File: src/rtl/sap_ctrl_pkg.sv
// Shared constants for the SAP-1 control sequencer: control-bit positions,
// named control words, opcodes and the phase-state encoding.
package sap_ctrl_pkg;

    localparam int SAP_OPW = 4;
    localparam int SAP_CWW = 12;
    localparam int SAP_NT  = 6;

    // Control-word bit positions
    localparam int CP = 11;
    localparam int EP = 10;
    localparam int LM = 9;
    localparam int CE = 8;
    localparam int LI = 7;
    localparam int EI = 6;
    localparam int LA = 5;
    localparam int EA = 4;
    localparam int SU = 3;
    localparam int EU = 2;
    localparam int LB = 1;
    localparam int LO = 0;

    typedef logic [SAP_CWW-1:0] cw_t;

    localparam cw_t CW_NONE  = '0;
    localparam cw_t FETCH_T1 = cw_t'((1 << EP) | (1 << LM));             // 0x600
    localparam cw_t FETCH_T2 = cw_t'(1 << CP);                           // 0x800
    localparam cw_t FETCH_T3 = cw_t'((1 << CE) | (1 << LI));             // 0x180
    localparam cw_t MEM_T4   = cw_t'((1 << EI) | (1 << LM));             // 0x240
    localparam cw_t LDA_T5   = cw_t'((1 << CE) | (1 << LA));             // 0x120
    localparam cw_t ALU_T5   = cw_t'((1 << CE) | (1 << LB));             // 0x102
    localparam cw_t ADD_T6   = cw_t'((1 << LA) | (1 << EU));             // 0x024
    localparam cw_t SUB_T6   = cw_t'((1 << LA) | (1 << SU) | (1 << EU)); // 0x02C
    localparam cw_t OUT_T4   = cw_t'((1 << EA) | (1 << LO));             // 0x011

    localparam logic [SAP_OPW-1:0] OP_LDA = 4'h0;
    localparam logic [SAP_OPW-1:0] OP_ADD = 4'h1;
    localparam logic [SAP_OPW-1:0] OP_SUB = 4'h2;
    localparam logic [SAP_OPW-1:0] OP_OUT = 4'hE;
    localparam logic [SAP_OPW-1:0] OP_HLT = 4'hF;

    // Codes 8..15 are illegal and fall back to IDLE
    typedef enum logic [3:0] {
        ST_IDLE = 4'd0,
        ST_T1   = 4'd1,
        ST_T2   = 4'd2,
        ST_T3   = 4'd3,
        ST_T4   = 4'd4,
        ST_T5   = 4'd5,
        ST_T6   = 4'd6,
        ST_HALT = 4'd7
    } state_e;

endpackage

File: src/rtl/sap_control_sequencer_if.sv
// Run/opcode inputs and control/status outputs of the sequencer.
// master = the top level driving run/opcode; slave = the sequencer.
interface sap_control_sequencer_if #(
    parameter int OPW = 4,
    parameter int CWW = 12,
    parameter int NT  = 6
);
    logic           run;
    logic [OPW-1:0] opcode;
    logic [CWW-1:0] ctrl_word;
    logic [NT-1:0]  t_state;
    logic           instr_done;
    logic           halted;

    modport master (output run, opcode, input ctrl_word, t_state, instr_done, halted);
    modport slave  (input run, opcode, output ctrl_word, t_state, instr_done, halted);
endinterface

File: src/rtl/sap_ring_counter.sv
// T-state ring: IDLE -> T1..T6 ring, run-gated, with HLT diverting T4 to HALT.
module sap_ring_counter
    import sap_ctrl_pkg::*;
#(
    parameter int NT = 6
) (
    input  logic          clk,
    input  logic          reset_n,
    input  logic          run,
    input  logic          is_hlt,
    output state_e        state,
    output logic [NT-1:0] t_state
);

    state_e state_nx;

    // State register; reset aborts any instruction in flight
    always_ff @(posedge clk or negedge reset_n) begin
        if (!reset_n) state <= ST_IDLE;
        else          state <= state_nx;
    end

    // Next state: advance only on run, HALT is sticky, illegal codes recover to IDLE
    always_comb begin
        state_nx = state;
        case (state)
            ST_IDLE: if (run) state_nx = ST_T1;
            ST_T1:   if (run) state_nx = ST_T2;
            ST_T2:   if (run) state_nx = ST_T3;
            ST_T3:   if (run) state_nx = ST_T4;
            ST_T4:   if (run) state_nx = is_hlt ? ST_HALT : ST_T5;
            ST_T5:   if (run) state_nx = ST_T6;
            ST_T6:   if (run) state_nx = ST_T1;
            ST_HALT: state_nx = ST_HALT;
            default: state_nx = ST_IDLE;
        endcase
    end

    // One-hot phase; bit i marks T(i+1), all zero outside the ring
    for (genvar i = 0; i < NT; i++) begin : g_tst
        assign t_state[i] = (state == 4'(i + 1));
    end

endmodule

File: src/rtl/sap_control_sequencer.sv
// SAP-1 control sequencer: ring counter plus opcode/phase decode to the
// 12-bit control word. Stalling zeroes the word so nothing loads or counts.
module sap_control_sequencer
    import sap_ctrl_pkg::*;
#(
    parameter int OPW = 4,
    parameter int CWW = 12,
    parameter int NT  = 6
) (
    input  logic                    clk,
    input  logic                    reset_n,
    sap_control_sequencer_if.slave  bus
);

    state_e         state;
    logic [OPW-1:0] op;
    logic [CWW-1:0] cw;

    assign op = bus.opcode;

    sap_ring_counter #(.NT(NT)) u_ring (
        .clk     (clk),
        .reset_n (reset_n),
        .run     (bus.run),
        .is_hlt  (op == OP_HLT),
        .state   (state),
        .t_state (bus.t_state)
    );

    // Decode phase + opcode; undefined opcodes and HLT execute as all-zero words
    always_comb begin
        cw = CW_NONE;
        if (bus.run) begin
            case (state)
                ST_T1: cw = FETCH_T1;
                ST_T2: cw = FETCH_T2;
                ST_T3: cw = FETCH_T3;
                ST_T4: begin
                    case (op)
                        OP_LDA, OP_ADD, OP_SUB: cw = MEM_T4;
                        OP_OUT:                 cw = OUT_T4;
                        default:                cw = CW_NONE;
                    endcase
                end
                ST_T5: begin
                    case (op)
                        OP_LDA:         cw = LDA_T5;
                        OP_ADD, OP_SUB: cw = ALU_T5;
                        default:        cw = CW_NONE;
                    endcase
                end
                ST_T6: begin
                    case (op)
                        OP_ADD:  cw = ADD_T6;
                        OP_SUB:  cw = SUB_T6;
                        default: cw = CW_NONE;
                    endcase
                end
                default: cw = CW_NONE;
            endcase
        end
    end

    assign bus.ctrl_word  = cw;
    assign bus.instr_done = (state == ST_T6) && bus.run;
    assign bus.halted     = (state == ST_HALT);

endmodule

File: src/flat_wrapper.sv
// flat-port wrapper written by rule: the top's interface ports become plain ports
module sap_control_sequencer_flat import sap_ctrl_pkg::*;
#(
    parameter int OPW = 4,
    parameter int CWW = 12,
    parameter int NT  = 6
)
  (clk, reset_n, bus_run, bus_opcode, bus_ctrl_word, bus_t_state, bus_instr_done, bus_halted);
  sap_control_sequencer_if #(.OPW(OPW), .CWW(CWW), .NT(NT)) bus_i ();
  input  logic clk;
  input  logic reset_n;
  input wire logic [$bits(bus_i.run)-1:0] bus_run;
  input wire logic [$bits(bus_i.opcode)-1:0] bus_opcode;
  output wire logic [$bits(bus_i.ctrl_word)-1:0] bus_ctrl_word;
  output wire logic [$bits(bus_i.t_state)-1:0] bus_t_state;
  output wire logic [$bits(bus_i.instr_done)-1:0] bus_instr_done;
  output wire logic [$bits(bus_i.halted)-1:0] bus_halted;
  assign bus_i.run = bus_run;
  assign bus_i.opcode = bus_opcode;
  assign bus_ctrl_word = bus_i.ctrl_word;
  assign bus_t_state = bus_i.t_state;
  assign bus_instr_done = bus_i.instr_done;
  assign bus_halted = bus_i.halted;
  sap_control_sequencer #(.OPW(OPW), .CWW(CWW), .NT(NT)) u_core (.clk(clk), .reset_n(reset_n), .bus(bus_i));
endmodule
File: config.mk
export PLATFORM = sky130hd
export DESIGN_NAME = sap_control_sequencer_flat
export DESIGN_NICKNAME = d
export VERILOG_FILES = /design/src/rtl/sap_ctrl_pkg.sv /design/src/rtl/sap_control_sequencer_if.sv /design/src/rtl/sap_ring_counter.sv /design/src/rtl/sap_control_sequencer.sv /design/src/flat_wrapper.sv
export SDC_FILE = /design/constraint.sdc
export NUM_CORES = 1
export LEC_CHECK = 0
export BUFFER_PORTS_ARGS = -buffer_cell sky130_fd_sc_hd__buf_2
export CORE_AREA = 5 5 42 44
export CTS_BUF_LIST = sky130_fd_sc_hd__clkbuf_2 sky130_fd_sc_hd__clkbuf_4 sky130_fd_sc_hd__clkbuf_8
export DETAILED_ROUTE_END_ITERATION = 12
export DIE_AREA = 0 0 47 49
export PLACE_DENSITY = 0.6
export SYNTH_ARGS = -nofsm -noshare
export SYNTH_HDL_FRONTEND = slang
export SYNTH_SLANG_ARGS = --single-unit
File: constraint.sdc
create_clock -name clk -period 0.9 [get_ports clk]
set_input_delay 0 -clock clk [delete_from_list [all_inputs] [get_ports clk]]
set_output_delay 0 -clock clk [all_outputs]
set_load 0.05 [all_outputs]
## Word level (Yosys, flattened, before mapping)

Cells that the tools add are included.
Widths: inputs -> output; s select.

| storage, ports and cells | value |
|---|---|
| flip-flop bits (word level) | 4 |
| bits of input ports | 7 |
| output and inout bits | 20 |
| word-level logic and storage cells | 38 |

| cells by class | value |
|---|---|
| equality and inequality tests | 17 |
| muxes and demuxes | 13 |
| reduce and logical (&&, ||, !) cells | 7 |

Operator list:

| kind | count |
|---|---|
| $pmux 12 s6 | 1 |
| $pmux 4 s7 | 1 |
| $mux 4 | 6 |
| $pmux 10 s2 | 1 |
| $pmux 9 s2 | 1 |
| $eq 4x3->1 const B | 4 |
| $eq 4x2->1 const B | 3 |
| $mux 12 | 1 |
| $pmux 6 s2 | 1 |
| $ne 2x2->1 const B | 5 |
| $eq 4x1->1 const B | 2 |
| $eq 4x4->1 const B | 2 |
| $logic_not 4->1 | 2 |
| $reduce_and 6->1 | 1 |
| $reduce_or 2->1 | 2 |
| $reduce_or 3->1 | 1 |
| $mux 2 | 1 |
| $ne 2x1->1 const B | 1 |
| $logic_and 1x1->1 | 1 |

## Logic depth before layout (Yosys ltp)

| logic depth | value |
|---|---|
| word-level depth | 5 |
| mapped depth | 4 |
| depth with buffers taken out | 3 |

## Modules after synthesis

A second synthesis with hierarchy kept.

| unflattened totals | value |
|---|---|
| cells, all modules | 57 |
| area total of the unflattened synthesis | 471.7 µm² |

Modules (own cells, without submodules):

| module | times used | cells each | area an instance (µm²) | seq. area each (µm²) |
|---|---|---|---|---|
| sap_control_sequencer | 1 | 34 | 245.2 | 0.0 |
| sap_ring_counter | 1 | 23 | 226.5 | 75.1 |

## Worst setup path before layout

No wires, ideal clock.

| timing | value |
|---|---|
| path type | reg-to-output |
| start point | reg u_core.u_ring.state[1] |
| end point | out bus_ctrl_word[4] |
| data arrival time | 2,609 ps |
| data required time | 900 ps |
| path slack | -1,709 ps |
| stages on the path, launching flop included | 4 |
| buffers on the path | 2 |
| path through | dfrtp_1 buf_2 nor4_1 buf_4 |

| between the ends | value |
|---|---|
| longest elaborated chain between the ends | 3 |
| elaborated cells between the ends (all ways) | 8 |
| classes of those cells | eq/ne: 6; mux: 2 |

RTL lines:

| what | RTL line | text |
|---|---|---|
| start: declaration | sap_ring_counter.sv:11 | `output state_e state,` |
| start signal: assignment | sap_ring_counter.sv:20 | `else state <= state_nx;` |
| $eq 4x3->1 (tied with other cells) | sap_control_sequencer.sv:34 | `case (state)` |
| $pmux 12 s6 (*) | sap_control_sequencer.sv:34 |  |
| $mux 12 (*) | sap_control_sequencer.sv:33 | `if (bus.run) begin` |
| end: declaration | flat_wrapper.sv:14 | `output wire logic [$bits(bus_i.ctrl_word)-1:0] bus_ctrl_word;` |

Every way passes the cells marked *; elsewhere a longest branch is shown, timed or not.

## Worst setup path after layout

| timing | value |
|---|---|
| start point | reg u_core.u_ring.state[0] |
| end point | out bus_t_state[5] |

| between the ends | value |
|---|---|
| longest elaborated chain between the ends | 1 |

RTL lines:

| what | RTL line | text |
|---|---|---|
| $eq 4x3->1 | sap_ring_counter.sv:41 | `assign t_state[i] = (state == 4'(i + 1));` |
| end: declaration | flat_wrapper.sv:15 | `output wire logic [$bits(bus_i.t_state)-1:0] bus_t_state;` |

No other way between the ends.

==> load_flow_metrics.sql <==
INSERT INTO impl_metrics (metric_group, metric, value, unit) VALUES
('logic_synthesis', 'synth.cell_area', '382.9', 'sq um'),
('cells_and_area', 'insertedDiodeCount', '0', ''),
('critical_path', 'worst_setup_path_end_kind', 'output port', ''),
('logic_synthesis', 'synthArstFlopShare', '100.0', '%'),
('floorplan', 'floorplan.die.height', '49', 'microns'),
('global_route', 'maximum_number_of_pins_on_one_net_before_global_route_repair', '8', ''),
('clocking', 'clock_tree.buffer_depth', '2', ''),
('pwr', 'netSwitchingPower', '2158', 'uW'),
('sta', 'layout_setup_ws', '-0.5251', 'ns'),
('global_route', 'antenna_found_initial', '0', ''),
('logic_synthesis', 'synth_edf_count', '0', ''),
('drt', 'number_of_optimization_iterations_in_the_first_detailed_route_pass', '4', ''),
('critical_path', 'crit_path_cell_trace', 'nand2b_2 > buf_4 > nor2_1 > buf_4', ''),
('pwr', 'cell_internal_pwr', '2021', 'uW'),
('sta', 'worst_clock_skew', '0.004207', 'ns'),
('pwr', 'netSwitchingFraction', '51.64', '%'),
('drt', 'detail_route.wirelength', '1915', 'microns'),
('critical_path', 'worst_flop_to_flop_path_endpoint', 'u_core.u_ring.state[1]', ''),
('floorplan', 'fp.dieW', '47', 'microns'),
('sta', 'period_needed', '1.425', 'ns'),
('global_route', 'globalRouteOverflowTotal', '0', ''),
('logic_synthesis', 'synth.yosys.seq_area_share', '19.61', '%'),
('job', 'drv_cap', '0', ''),
('logic_synthesis', 'syn-mean-instance-area', '6.601', 'sq um'),
('critical_path', 'reg2reg_setup_slack', '-0.37', 'ns'),
('place', 'place_ws', '-0.3879', 'ns'),
('critical_path', 'reg2reg_from', 'u_core.u_ring.state[1]', ''),
('logic_synthesis', 'synth_warnings', '0', ''),
('critical_path', 'critPathLaunchType', 'flop', ''),
('pwr', 'p_leak', '0.0004980', 'uW'),
('run_status', 'status', 'finished, violations left', ''),
('drt', 'routedWlPerCell', '15.20', 'microns'),
('clocking', 'clock-root-buffer', 'sky130_fd_sc_hd__clkbuf_4', ''),
('drt', 'post-route-drc-count', '0', ''),
('clocking', 'clkSlewWorstSetupHoldPaths', '0.04', 'ns'),
('global_route', 'number_of_global_route_vias_before_repair', '682', ''),
('critical_path', 'most_used_cell_cp', 'sky130_fd_sc_hd__buf_4', ''),
('clocking', 'cts.htree.levels', '1', ''),
('drt', 'routed-via-count', '623', ''),
('sta', 'max_slew_margin', '77.99', '%'),
('run_status', 'violated_checks', 'setup timing', ''),
('sta', 'setup_viol', '23', ''),
('drt', 'ant_nets', '0', ''),
('pwr', 'p_seq_share', '8.2', '%'),
('logic_synthesis', 'synth_seq_cells', '3', ''),
('place', 'globalplace.congestion', '0.7371', ''),
('critical_path', 'worstRegToRegCells', '5', ''),
('sta', 'timing_hold_violations_final', '0', ''),
('logic_synthesis', 'postSynthCellCount', '58', ''),
('logic_synthesis', 'synth_flop_cell', 'sky130_fd_sc_hd__dfrtp_1', ''),
('sta', 'final_max_slew_viol_count', '0', ''),
('place', 'place_area', '779.5', 'sq um'),
('cells_and_area', 'area_growth_from_synthesis_to_layout', '203.3', '%'),
('cells_and_area', 'design.final.nets', '118', ''),
('critical_path', 'path_class', 'flop to output port', ''),
('place', 'port-buffer-count', '26', ''),
('logic_synthesis', 'synthesized_nets', '65', ''),
('sta', 'setup_tns', '-9.448', 'ns'),
('global_route', 'grt_first_pass_wirelength', '3091', 'microns'),
('critical_path', 'cp_top_family', 'flip-flops', ''),
('floorplan', 'standard_cell_rows', '14', ''),
('floorplan', 'io-pin-count', '27', ''),
('critical_path', 'worst-endpoint-required', '0.90', 'ns'),
('logic_synthesis', 'netlist-cell-type-count', '25', ''),
('clocking', 'tritoncts.num_buffers', '3', ''),
('floorplan', 'core', '1401', 'sq um'),
('clocking', 'clock_insertion_delay_worst_skew', '0.24', 'ns'),
('sta', 'rsz0062_at_grt', 'yes', ''),
('cells_and_area', 'finalInstanceArea', '1161', 'sq um'),
('cells_and_area', 'finalCoreUtilization', '82.86', '%'),
('floorplan', 'die_area', '2303', 'sq um');
-- cells in the final DEF, fill, tap and decap left out, types with 3 or more instances in the layout --
cell                        n
sky130_fd_sc_hd__clkbuf_4   4
sky130_fd_sc_hd__nor2_4    11
sky130_fd_sc_hd__inv_1      3
sky130_fd_sc_hd__nand2_1    3
sky130_fd_sc_hd__nor2_1     3
sky130_fd_sc_hd__buf_6     31
sky130_fd_sc_hd__buf_4     12
sky130_fd_sc_hd__buf_2      6
-- synth_stat cells (all sizes together) (2+ instances only) --
library cell	count	area share, %
o21ai	2	2.6
buf	5	8.5
a21oi	2	2.6
nor2b	2	3.3
nor4	3	6.5
nand2	6	5.9
nor2	15	15
nand2b	3	4.9
nor4b	2	4.6
dfrtp	3	20
inv	3	2.9
-- per-layer routing --
metal | up-vias | GRT usage (%) | part of all wire, %
met5 | - | 0 | 0
met4 | 0 | 7.834 | 1.4
met3 | 4 | 3.690 | 4.7
met2 | 24 | 33.26 | 59
met1 | 293 | 19.65 | 35
li1 | 302 | - | -
-- cells by family after synthesis --
| family | after synthesis | synth area share, % |
|---|---|---|
| buffers and inverters | 8 | 11.44 |
| flip-flops | 3 | 19.61 |
| XOR/XNOR | 2 | 4.576 |
| AO/OA/AOI/OAI | 7 | 12.42 |
| AND/OR/NAND/NOR | 38 | 51.96 |
-- power groups by stage --
stage | Sequential (uW) | Clock [uW] | Combinational (uW)
6_report | 343 | 278 | 3560
5_1_grt | 360 | 285 | 3750
4_1_cts | 314 | 280 | 3330
3_5_place_dp | 334 | 0 | 2310
3_3_place_gp | 331 | 0 | 2290
2_1_floorplan | 270 | 0 | 1850
-- metrics by stage --
stage               instances  total power [uW]
finish                    126              4178
global route              126              4395
CTS                       125              3920
detailed placement        111              2643
global placement          111              2626
floorplan                  58              2117
-- cell type report --
type	count	area, sq um
Clock buffer	4	30.03
Fill cell	87	240.2
Tap cell	16	20.02
Timing Repair Buffer	53	529.3
Multi-Input combinational cell	47	493.0
Sequential cell	3	77.57
Inverter	3	11.26
-- worst max path at each step --
| stage | start | slack, ns | depth (start not counted) | to |
|---|---|---|---|---|
| after floorplan | u_core.u_ring.state[1] | -0.61 | 3 | bus_ctrl_word[4] |
| after global placement | flop | -0.33 | 3 | bus_ctrl_word[3] |
| after detailed placement | flop | -0.39 | 4 | bus_ctrl_word[9] |
| after CTS | u_core.u_ring.state[0] | -0.50 | 5 | bus_ctrl_word[9] |
| after global routing | u_core.u_ring.state[0] | -0.57 | 4 | bus_t_state[5] |
| final | u_core.u_ring.state[0] | -0.53 | 4 | bus_t_state[5] |
-- timing repair --
action / CTS / global route
hold endpoints to repair: 3 / 0
buffers inserted: 9 / 2
pin swaps: 5 / 5
gates resized for setup: 62 / 13
hold buffers: 1 / 0
endpoints found under the setup margin: 23 / 23
(Power assumes the default switching activity.)
